==> src/rtl/account_db_responder_pkg.sv <==
// Shared types for the ATM account database responder: op codes, status codes, FSM states.
package atm_db_pkg;

  localparam int N_ENTRIES_DEF = 16;
  localparam int W_DEF         = 4;
  localparam int INIT_BAL_DEF  = 15;

  typedef enum logic [1:0] {
    OP_FIND     = 2'd0,
    OP_SET_BAL  = 2'd1,
    OP_CHG_PASS = 2'd2,
    OP_TRANSFER = 2'd3
  } op_e;

  typedef enum logic [2:0] {
    ST_OK             = 3'd0,
    ST_NOT_FOUND      = 3'd1,
    ST_BAD_PASS       = 3'd2,
    ST_INSUFFICIENT   = 3'd3,
    ST_OVERFLOW       = 3'd4,
    ST_DEST_NOT_FOUND = 3'd5
  } status_e;

  typedef enum logic [1:0] {
    S_IDLE   = 2'd0,
    S_SCAN   = 2'd1,
    S_COMMIT = 2'd2,
    S_RESP   = 2'd3
  } state_e;

endpackage

==> src/rtl/account_db_responder_if.sv <==
// Request/response channels between the ATM controller (master) and the account database (slave).
interface account_db_if #(parameter int W = 4);
  logic         req_valid;
  logic         req_ready;
  logic [1:0]   req_op;
  logic [W-1:0] req_card;
  logic [W-1:0] req_pass;
  logic [W-1:0] req_data;
  logic [W-1:0] req_dest;
  logic         rsp_valid;
  logic         rsp_ready;
  logic [2:0]   rsp_status;
  logic [W-1:0] rsp_balance;

  modport master (
    output req_valid, req_op, req_card, req_pass, req_data, req_dest, rsp_ready,
    input  req_ready, rsp_valid, rsp_status, rsp_balance
  );

  modport slave (
    input  req_valid, req_op, req_card, req_pass, req_data, req_dest, rsp_ready,
    output req_ready, rsp_valid, rsp_status, rsp_balance
  );
endinterface

==> src/rtl/account_db_responder_table.sv <==
// Account table: card/pass/bal arrays, one combinational read port, two write ports; writes land next edge.
// No backpressure; port 2 only ever writes a balance and never the same entry as port 1.
module account_table #(
  parameter int N_ENTRIES = 16,
  parameter int W         = 4,
  parameter int INIT_BAL  = 15,
  parameter int IW        = 4
) (
  input  logic          clk,
  input  logic          rst_n,
  input  logic [IW-1:0] rd_idx,
  output logic [W-1:0]  rd_card,
  output logic [W-1:0]  rd_pass,
  output logic [W-1:0]  rd_bal,
  input  logic          wr_en,
  input  logic          wr_pass,
  input  logic [IW-1:0] wr_idx,
  input  logic [W-1:0]  wr_data,
  input  logic          wr2_en,
  input  logic [IW-1:0] wr2_idx,
  input  logic [W-1:0]  wr2_data
);

  logic [W-1:0] card [N_ENTRIES];
  logic [W-1:0] pass [N_ENTRIES];
  logic [W-1:0] bal  [N_ENTRIES];

  always_ff @(posedge clk or negedge rst_n) begin
    if (!rst_n) begin
      for (int i = 0; i < N_ENTRIES; i++) begin
        card[i] <= W'(i + 1);
        pass[i] <= W'(i + 1);
        bal[i]  <= W'(INIT_BAL);
      end
    end else begin
      if (wr_en) begin
        if (wr_pass) pass[wr_idx] <= wr_data;
        else         bal[wr_idx]  <= wr_data;
      end
      if (wr2_en) bal[wr2_idx] <= wr2_data;
    end
  end

  assign rd_card = card[rd_idx];
  assign rd_pass = pass[rd_idx];
  assign rd_bal  = bal[rd_idx];

endmodule

==> src/rtl/account_db_responder.sv <==
// Account DB responder: full fixed-length scan, response N_ENTRIES+1 cycles after accept (+1 for a committed transfer).
// One request in flight; req_ready only in IDLE, response held until rsp_ready.
module account_db_responder
  import atm_db_pkg::*;
#(
  parameter int N_ENTRIES = N_ENTRIES_DEF,
  parameter int W         = W_DEF,
  parameter int INIT_BAL  = INIT_BAL_DEF
) (
  input  logic         clk,
  input  logic         rst_n,
  account_db_if.slave  db
);

  localparam int IW = (N_ENTRIES > 1) ? $clog2(N_ENTRIES) : 1;
  localparam int CW = IW + 1;

  state_e        state, state_nxt;
  logic [CW-1:0] idx;
  op_e           op_q;
  logic [W-1:0]  card_q, pass_q, data_q, dest_q;
  logic          src_hit, dst_hit;
  logic [IW-1:0] src_idx, dst_idx;
  logic [W-1:0]  src_pass, src_bal, dst_bal;
  logic [W-1:0]  rd_card, rd_pass, rd_bal;
  logic          rsp_valid_q;
  status_e       rsp_status_q;
  logic [W-1:0]  rsp_balance_q;

  logic          wr_en, wr_pass, wr2_en;
  logic [IW-1:0] wr_idx, wr2_idx;
  logic [W-1:0]  wr_data, wr2_data;

  status_e       eval_status;
  logic [W-1:0]  eval_bal;
  logic          go_commit;

  logic          accept, rsp_fire, scan_done, pass_ok, self_xfer;
  logic [W:0]    dst_sum;

  assign accept    = db.req_valid && (state == S_IDLE);
  assign rsp_fire  = rsp_valid_q && db.rsp_ready;
  assign scan_done = (idx == CW'(N_ENTRIES));
  assign pass_ok   = (src_pass == pass_q);
  assign self_xfer = (src_idx == dst_idx);
  assign dst_sum   = {1'b0, dst_bal} + {1'b0, data_q};

  account_table #(
    .N_ENTRIES (N_ENTRIES),
    .W         (W),
    .INIT_BAL  (INIT_BAL),
    .IW        (IW)
  ) u_table (
    .clk      (clk),
    .rst_n    (rst_n),
    .rd_idx   (idx[IW-1:0]),
    .rd_card  (rd_card),
    .rd_pass  (rd_pass),
    .rd_bal   (rd_bal),
    .wr_en    (wr_en),
    .wr_pass  (wr_pass),
    .wr_idx   (wr_idx),
    .wr_data  (wr_data),
    .wr2_en   (wr2_en),
    .wr2_idx  (wr2_idx),
    .wr2_data (wr2_data)
  );

  // Verdict from latched scan results; transfer checks are in priority order.
  always_comb begin
    eval_status = ST_OK;
    eval_bal    = src_bal;
    go_commit   = 1'b0;
    if (!src_hit) begin
      eval_status = ST_NOT_FOUND;
      eval_bal    = '0;
    end else begin
      case (op_q)
        OP_FIND:     if (!pass_ok) eval_status = ST_BAD_PASS;
        OP_SET_BAL:  eval_bal = data_q;
        OP_CHG_PASS: if (!pass_ok) eval_status = ST_BAD_PASS;
        OP_TRANSFER: begin
          if (!pass_ok)              eval_status = ST_BAD_PASS;
          else if (!dst_hit)         eval_status = ST_DEST_NOT_FOUND;
          else if (data_q > src_bal) eval_status = ST_INSUFFICIENT;
          else if (dst_sum[W])       eval_status = ST_OVERFLOW;
          else                       go_commit   = 1'b1;
        end
        default: eval_status = ST_OK;
      endcase
    end
  end

  always_ff @(posedge clk or negedge rst_n) begin
    if (!rst_n) state <= S_IDLE;
    else        state <= state_nxt;
  end

  always_comb begin
    state_nxt = state;
    wr_en     = 1'b0;
    wr_pass   = 1'b0;
    wr_idx    = src_idx;
    wr_data   = data_q;
    wr2_en    = 1'b0;
    wr2_idx   = dst_idx;
    wr2_data  = dst_sum[W-1:0];
    case (state)
      S_IDLE: if (accept) state_nxt = S_SCAN;
      S_SCAN: begin
        if (scan_done) begin
          state_nxt = go_commit ? S_COMMIT : S_RESP;
          if (src_hit && op_q == OP_SET_BAL) wr_en = 1'b1;
          if (src_hit && op_q == OP_CHG_PASS && pass_ok) begin
            wr_en   = 1'b1;
            wr_pass = 1'b1;
          end
        end
      end
      S_COMMIT: begin
        state_nxt = S_RESP;
        if (!self_xfer) begin
          wr_en   = 1'b1;
          wr_data = src_bal - data_q;
          wr2_en  = 1'b1;
        end
      end
      S_RESP: if (rsp_fire) state_nxt = S_IDLE;
      default: state_nxt = S_IDLE;
    endcase
  end

  always_ff @(posedge clk or negedge rst_n) begin
    if (!rst_n) begin
      idx           <= '0;
      op_q          <= OP_FIND;
      card_q        <= '0;
      pass_q        <= '0;
      data_q        <= '0;
      dest_q        <= '0;
      src_hit       <= 1'b0;
      dst_hit       <= 1'b0;
      src_idx       <= '0;
      dst_idx       <= '0;
      src_pass      <= '0;
      src_bal       <= '0;
      dst_bal       <= '0;
      rsp_valid_q   <= 1'b0;
      rsp_status_q  <= ST_OK;
      rsp_balance_q <= '0;
    end else begin
      if (accept) begin
        op_q    <= op_e'(db.req_op);
        card_q  <= db.req_card;
        pass_q  <= db.req_pass;
        data_q  <= db.req_data;
        dest_q  <= db.req_dest;
        idx     <= '0;
        src_hit <= 1'b0;
        dst_hit <= 1'b0;
      end
      if (state == S_SCAN && !scan_done) begin
        idx <= idx + 1'b1;
        if (!src_hit && rd_card == card_q) begin
          src_hit  <= 1'b1;
          src_idx  <= idx[IW-1:0];
          src_pass <= rd_pass;
          src_bal  <= rd_bal;
        end
        if (!dst_hit && rd_card == dest_q) begin
          dst_hit <= 1'b1;
          dst_idx <= idx[IW-1:0];
          dst_bal <= rd_bal;
        end
      end
      if (state == S_SCAN && scan_done && !go_commit) begin
        rsp_valid_q   <= 1'b1;
        rsp_status_q  <= eval_status;
        rsp_balance_q <= eval_bal;
      end
      if (state == S_COMMIT) begin
        rsp_valid_q   <= 1'b1;
        rsp_status_q  <= ST_OK;
        rsp_balance_q <= self_xfer ? src_bal : src_bal - data_q;
      end
      if (rsp_fire) rsp_valid_q <= 1'b0;
    end
  end

  assign db.req_ready   = (state == S_IDLE);
  assign db.rsp_valid   = rsp_valid_q;
  assign db.rsp_status  = rsp_status_q;
  assign db.rsp_balance = rsp_balance_q;

endmodule
==> src/flat_wrapper.sv <==
// flat-port wrapper written by rule: the top's interface ports become plain ports
module account_db_responder_flat import atm_db_pkg::*;
#(
  parameter int N_ENTRIES = N_ENTRIES_DEF,
  parameter int W         = W_DEF,
  parameter int INIT_BAL  = INIT_BAL_DEF
)
  (clk, rst_n, db_req_valid, db_req_op, db_req_card, db_req_pass, db_req_data, db_req_dest, db_rsp_ready, db_req_ready, db_rsp_valid, db_rsp_status, db_rsp_balance);
  account_db_if #(.W(W)) db_i ();
  input  logic clk;
  input  logic rst_n;
  input wire logic [$bits(db_i.req_valid)-1:0] db_req_valid;
  input wire logic [$bits(db_i.req_op)-1:0] db_req_op;
  input wire logic [$bits(db_i.req_card)-1:0] db_req_card;
  input wire logic [$bits(db_i.req_pass)-1:0] db_req_pass;
  input wire logic [$bits(db_i.req_data)-1:0] db_req_data;
  input wire logic [$bits(db_i.req_dest)-1:0] db_req_dest;
  input wire logic [$bits(db_i.rsp_ready)-1:0] db_rsp_ready;
  output wire logic [$bits(db_i.req_ready)-1:0] db_req_ready;
  output wire logic [$bits(db_i.rsp_valid)-1:0] db_rsp_valid;
  output wire logic [$bits(db_i.rsp_status)-1:0] db_rsp_status;
  output wire logic [$bits(db_i.rsp_balance)-1:0] db_rsp_balance;
  assign db_i.req_valid = db_req_valid;
  assign db_i.req_op = db_req_op;
  assign db_i.req_card = db_req_card;
  assign db_i.req_pass = db_req_pass;
  assign db_i.req_data = db_req_data;
  assign db_i.req_dest = db_req_dest;
  assign db_i.rsp_ready = db_rsp_ready;
  assign db_req_ready = db_i.req_ready;
  assign db_rsp_valid = db_i.rsp_valid;
  assign db_rsp_status = db_i.rsp_status;
  assign db_rsp_balance = db_i.rsp_balance;
  account_db_responder #(.N_ENTRIES(N_ENTRIES), .W(W), .INIT_BAL(INIT_BAL)) u_core (.clk(clk), .rst_n(rst_n), .db(db_i));
endmodule
==> config.mk <==
export PLATFORM = sky130hd
export DESIGN_NAME = account_db_responder_flat
export DESIGN_NICKNAME = d
export VERILOG_FILES = /design/src/rtl/account_db_responder_pkg.sv /design/src/rtl/account_db_responder_if.sv /design/src/rtl/account_db_responder_table.sv /design/src/rtl/account_db_responder.sv /design/src/flat_wrapper.sv
export SDC_FILE = /design/constraint.sdc
export NUM_CORES = 1
export LEC_CHECK = 0
export ABC_AREA = 1
export CORE_MARGIN = 5
export CORE_UTILIZATION = 44
export CTS_CLUSTER_SIZE = 24
export DETAILED_ROUTE_END_ITERATION = 12
export SLEW_MARGIN = 20
export SYNTH_ARGS = -nofsm -noshare
export SYNTH_HDL_FRONTEND = slang
export SYNTH_SLANG_ARGS = --single-unit
==> constraint.sdc <==
create_clock -name clk -period 3.6 [get_ports clk]
set_input_delay 1.08 -clock clk [delete_from_list [all_inputs] [get_ports clk]]
set_output_delay 1.08 -clock clk [all_outputs]
set_load 0.005 [all_outputs]
==> reports/results.tsv <==
metric	value	unit
outcome	completed	
Mapped Nets	1368	
met2 wire len	12500	um
top cell type's share of synthesized area	25.8	%
register area share after synthesis	45.9	%
total wire length	27100	um
hpwl dp	18100	um
antenna viol nets, final	0	
synthesis-to-layout area growth	10.9	%
vias per cell	5.28	
I/O Pins	31	
crit path max fanout	4	
nets	1378	
Post-synth EDFFs	0	
Power Dens Cells	897	nW/um2
Setup violations, final	0	
CP startpoint kind	flop	
worst hold stages	2	
WP data required	2.52	ns
Final Hold Vio Count	0	
Crit Path Class	flop to primary output	
RSZ-0062 raised after global routing	no	
DR WL/cell	16.6	um
Post-Synth XOR/XNOR Area	0.268	%
synthesized area per cell	7.36	um2
synth unique cells	45	
Num CTS Buffers	17	
Routed met1 length	12500	um
gr ovfl total	0	
Worst-Skew Late Latency	0.44	ns
final instance area	10900	um2
FP Rows	54	
MaxCap Viol Count	0	
Slew @ Worst Pin	0.898	ns
adder-cell share of the synthesized area	2.20	%
Multi-input gate area	4530	um2
Remaining DRCs	0	
asr flop ratio synth	100	%
vias	8620	
mux cell area share after synthesis	0.115	%
Antenna Cells	0	
R2R cell count	11	
met3 wire len	1480	um
first-pass GRT wire length	44100	um
Total GRT Usage	21.5	%
number of buffers added on ports	22	
initial antenna violation count	0	
min Tclk post-route	2.79	ns
WP data arrival	1.71	ns
Starting Density	44.7	%
CTS tree	built	
clock buffer depth	2	
Hold Crit Class	flop to flop	
# H-tree levels	4	
largest family of logic cells by synthesized area	simple AND/OR/NAND/NOR gates	
clk slew on worst S/H paths	0.08	ns
RR Startpoint	u_core.idx[3]	
FF+latch count, synth	175	
Final Instance Count excl. Fillers	1633	
clock skew	0.00945	ns
post-synthesis instance total	1330	
vias in the first global route	7912	
setup TNS	0	ns
chip height	159	um
Inst Count DP	1601	
post-CTS setup repair buffer count	0	
Yosys top cell by area	dfstp_2	
Slew Limit Fails	0	
Slew headroom	39.7	%
DIE AREA	25300	um2
Post-CTS Hold Buffers	0	
Placed Area	10300	um2
Fmax	0.358	GHz
max layer used	met4	
core region area	21900	um2
CTS sink cnt	175	
R2R setup slack	0.84	ns
end of the worst hold path	u_core.u_table.pass[42]	
synth top area cells	dfstp_2 (26%), dfrtp_1 (20%), nand2_1 (16%)	
cell area after synthesis	9790	um2
largest net degree at the start of global routing	83	
Compound-Gate Fraction of Synth Area	13.3	%
post-synthesis simple-gate area fraction	30.4	%
layout cell share with drive strength beyond 1	13.2	%
Setup WS pre-CTS	0.824	ns
Synth Flop Type	dfstp_2	
Filler Cells Inserted	2192	
minimum hold slack	0.472	ns
Min-Delay Startpoint	u_core.u_table.pass[42]	
Final period util	77.6	%
Pleak	5.29	nW
First-pass DRT Iterations	5	
register area	4500	um2
gpl congestion	0.894	
VDD IR-drop max	0.000458	V
reg2reg end	u_core.u_table.pass[61]	
crit end category	primary output	
Die Width	159	um
initial DRC count	653	
setup ws final	0.806	ns
yosys warns	64	
CTS resizes	0	
Root Driver	clkbuf_16	
## worst max-delay path by stage
stage	startpoint	to	depth (start not counted)
global route	u_core.data_q[0]	u_core.db.rsp_valid	9
global placement	u_core.idx[3]	u_core.u_table.pass[61]	11
detailed placement	u_core.idx[3]	u_core.u_table.pass[61]	11
finish	u_core.state[1]	db_req_ready	3
floorplan	u_core.idx[0]	u_core.u_table.pass[39]	17
CTS	u_core.state[1]	db_req_ready	3
## kinds of logic (layout without fill, tap and decap cells)
family | Yosys count | after routing
xor+xnor | 3 | 3
simple gates | 707 | 707
compound gates | 239 | 239
flops | 175 | 175
fa+ha+maj | 16 | 16
mux | 1 | 1
buf+inv | 189 | 212
## power breakdown
| part | total (mW) | switching (mW) | internal (mW) |
|---|---|---|---|
| logic | 4.86 | 3.50 | 1.36 |
| clock network | 1.82 | 0.897 | 0.921 |
| registers | 3.06 | 0.367 | 2.69 |
## critical path: stages (launching register included)
cell and delay (ns):
dfrtp_1 0.41, inv_1 0.12, ha_1 0.22, clkdlybuf4s50_1 0.53
## flip-flops by register name, summed over array words and instances (netlist names), 3 cells and up
name,cells
u_core.u_table.pass,64
u_core.db.rsp_status,3
u_core.u_table.bal,64
u_core.dst_idx,4
u_core.db.rsp_balance,4
u_core.src_idx,4
u_core.dst_bal,4
u_core.idx,5
u_core.src_bal,4
u_core.pass_q,4
u_core.data_q,4
u_core.src_pass,4
## cell type report
type	count	share of cell area, %
clock buffer	17	3.92
clock inverter	15	1.34
inverter	139	4.80
multi-input combinational	966	41.7
sequential	175	41.4
tap	280	3.23
timing repair buffer	41	3.58
## synth_stat cells (3+ instances only)
| cell type | instances |
|---|---|
| nand2_4 | 11 |
| o2111ai_1 | 4 |
| nand3_1 | 65 |
| buf_2 | 11 |
| inv_2 | 3 |
| ha_1 | 14 |
| o221ai_1 | 5 |
| buf_6 | 3 |
| buf_1 | 3 |
| nor3_1 | 4 |
| o21ai_0 | 117 |
| clkbuf_1 | 30 |
| a21oi_1 | 33 |
| or2_1 | 3 |
| nand2_1 | 430 |
| nor2_4 | 3 |
| nand4_1 | 14 |
| nor2_1 | 163 |
| dfrtp_1 | 79 |
| dfstp_2 | 96 |
| o211ai_1 | 13 |
| nand4_2 | 4 |
| o22ai_1 | 14 |
| inv_1 | 134 |
| o21ai_1 | 47 |
## cell usage in the layout, fill, tap and decap left out, types with 11 or more instances in the layout
cell type and count:
nand2_4 11, buf_4 17, o21ai_1 47, dfstp_2 96, nand3_1 65, nor2_1 163, o22ai_1 14, a21oi_1 33
ha_1 14, inv_1 134, o211ai_1 13, nand2_1 430, o21ai_0 117, clkbuf_16 17, clkdlybuf4s50_1 21, dfrtp_1 78
nand4_1 14
## layer usage
| metal | vias to the layer above | global-route usage [%] |
|---|---|---|
| li1 | 4277 | - |
| met1 | 4088 | 30.6 |
| met2 | 222 | 33.9 |
| met3 | 33 | 3.99 |
| met5 | - | 0 |
| met4 | 0 | 5.89 |
## per-stage QoR
step | power (mW) | utilization, %
floorplan | 6.23 | -
global placement | 7.89 | 47.0
detailed placement | 7.92 | 47.0
CTS | 9.77 | 49.6
global route | 10.5 | 49.6
finish | 9.74 | 49.6
No activity file was read; power rests on OpenSTA's default activity.
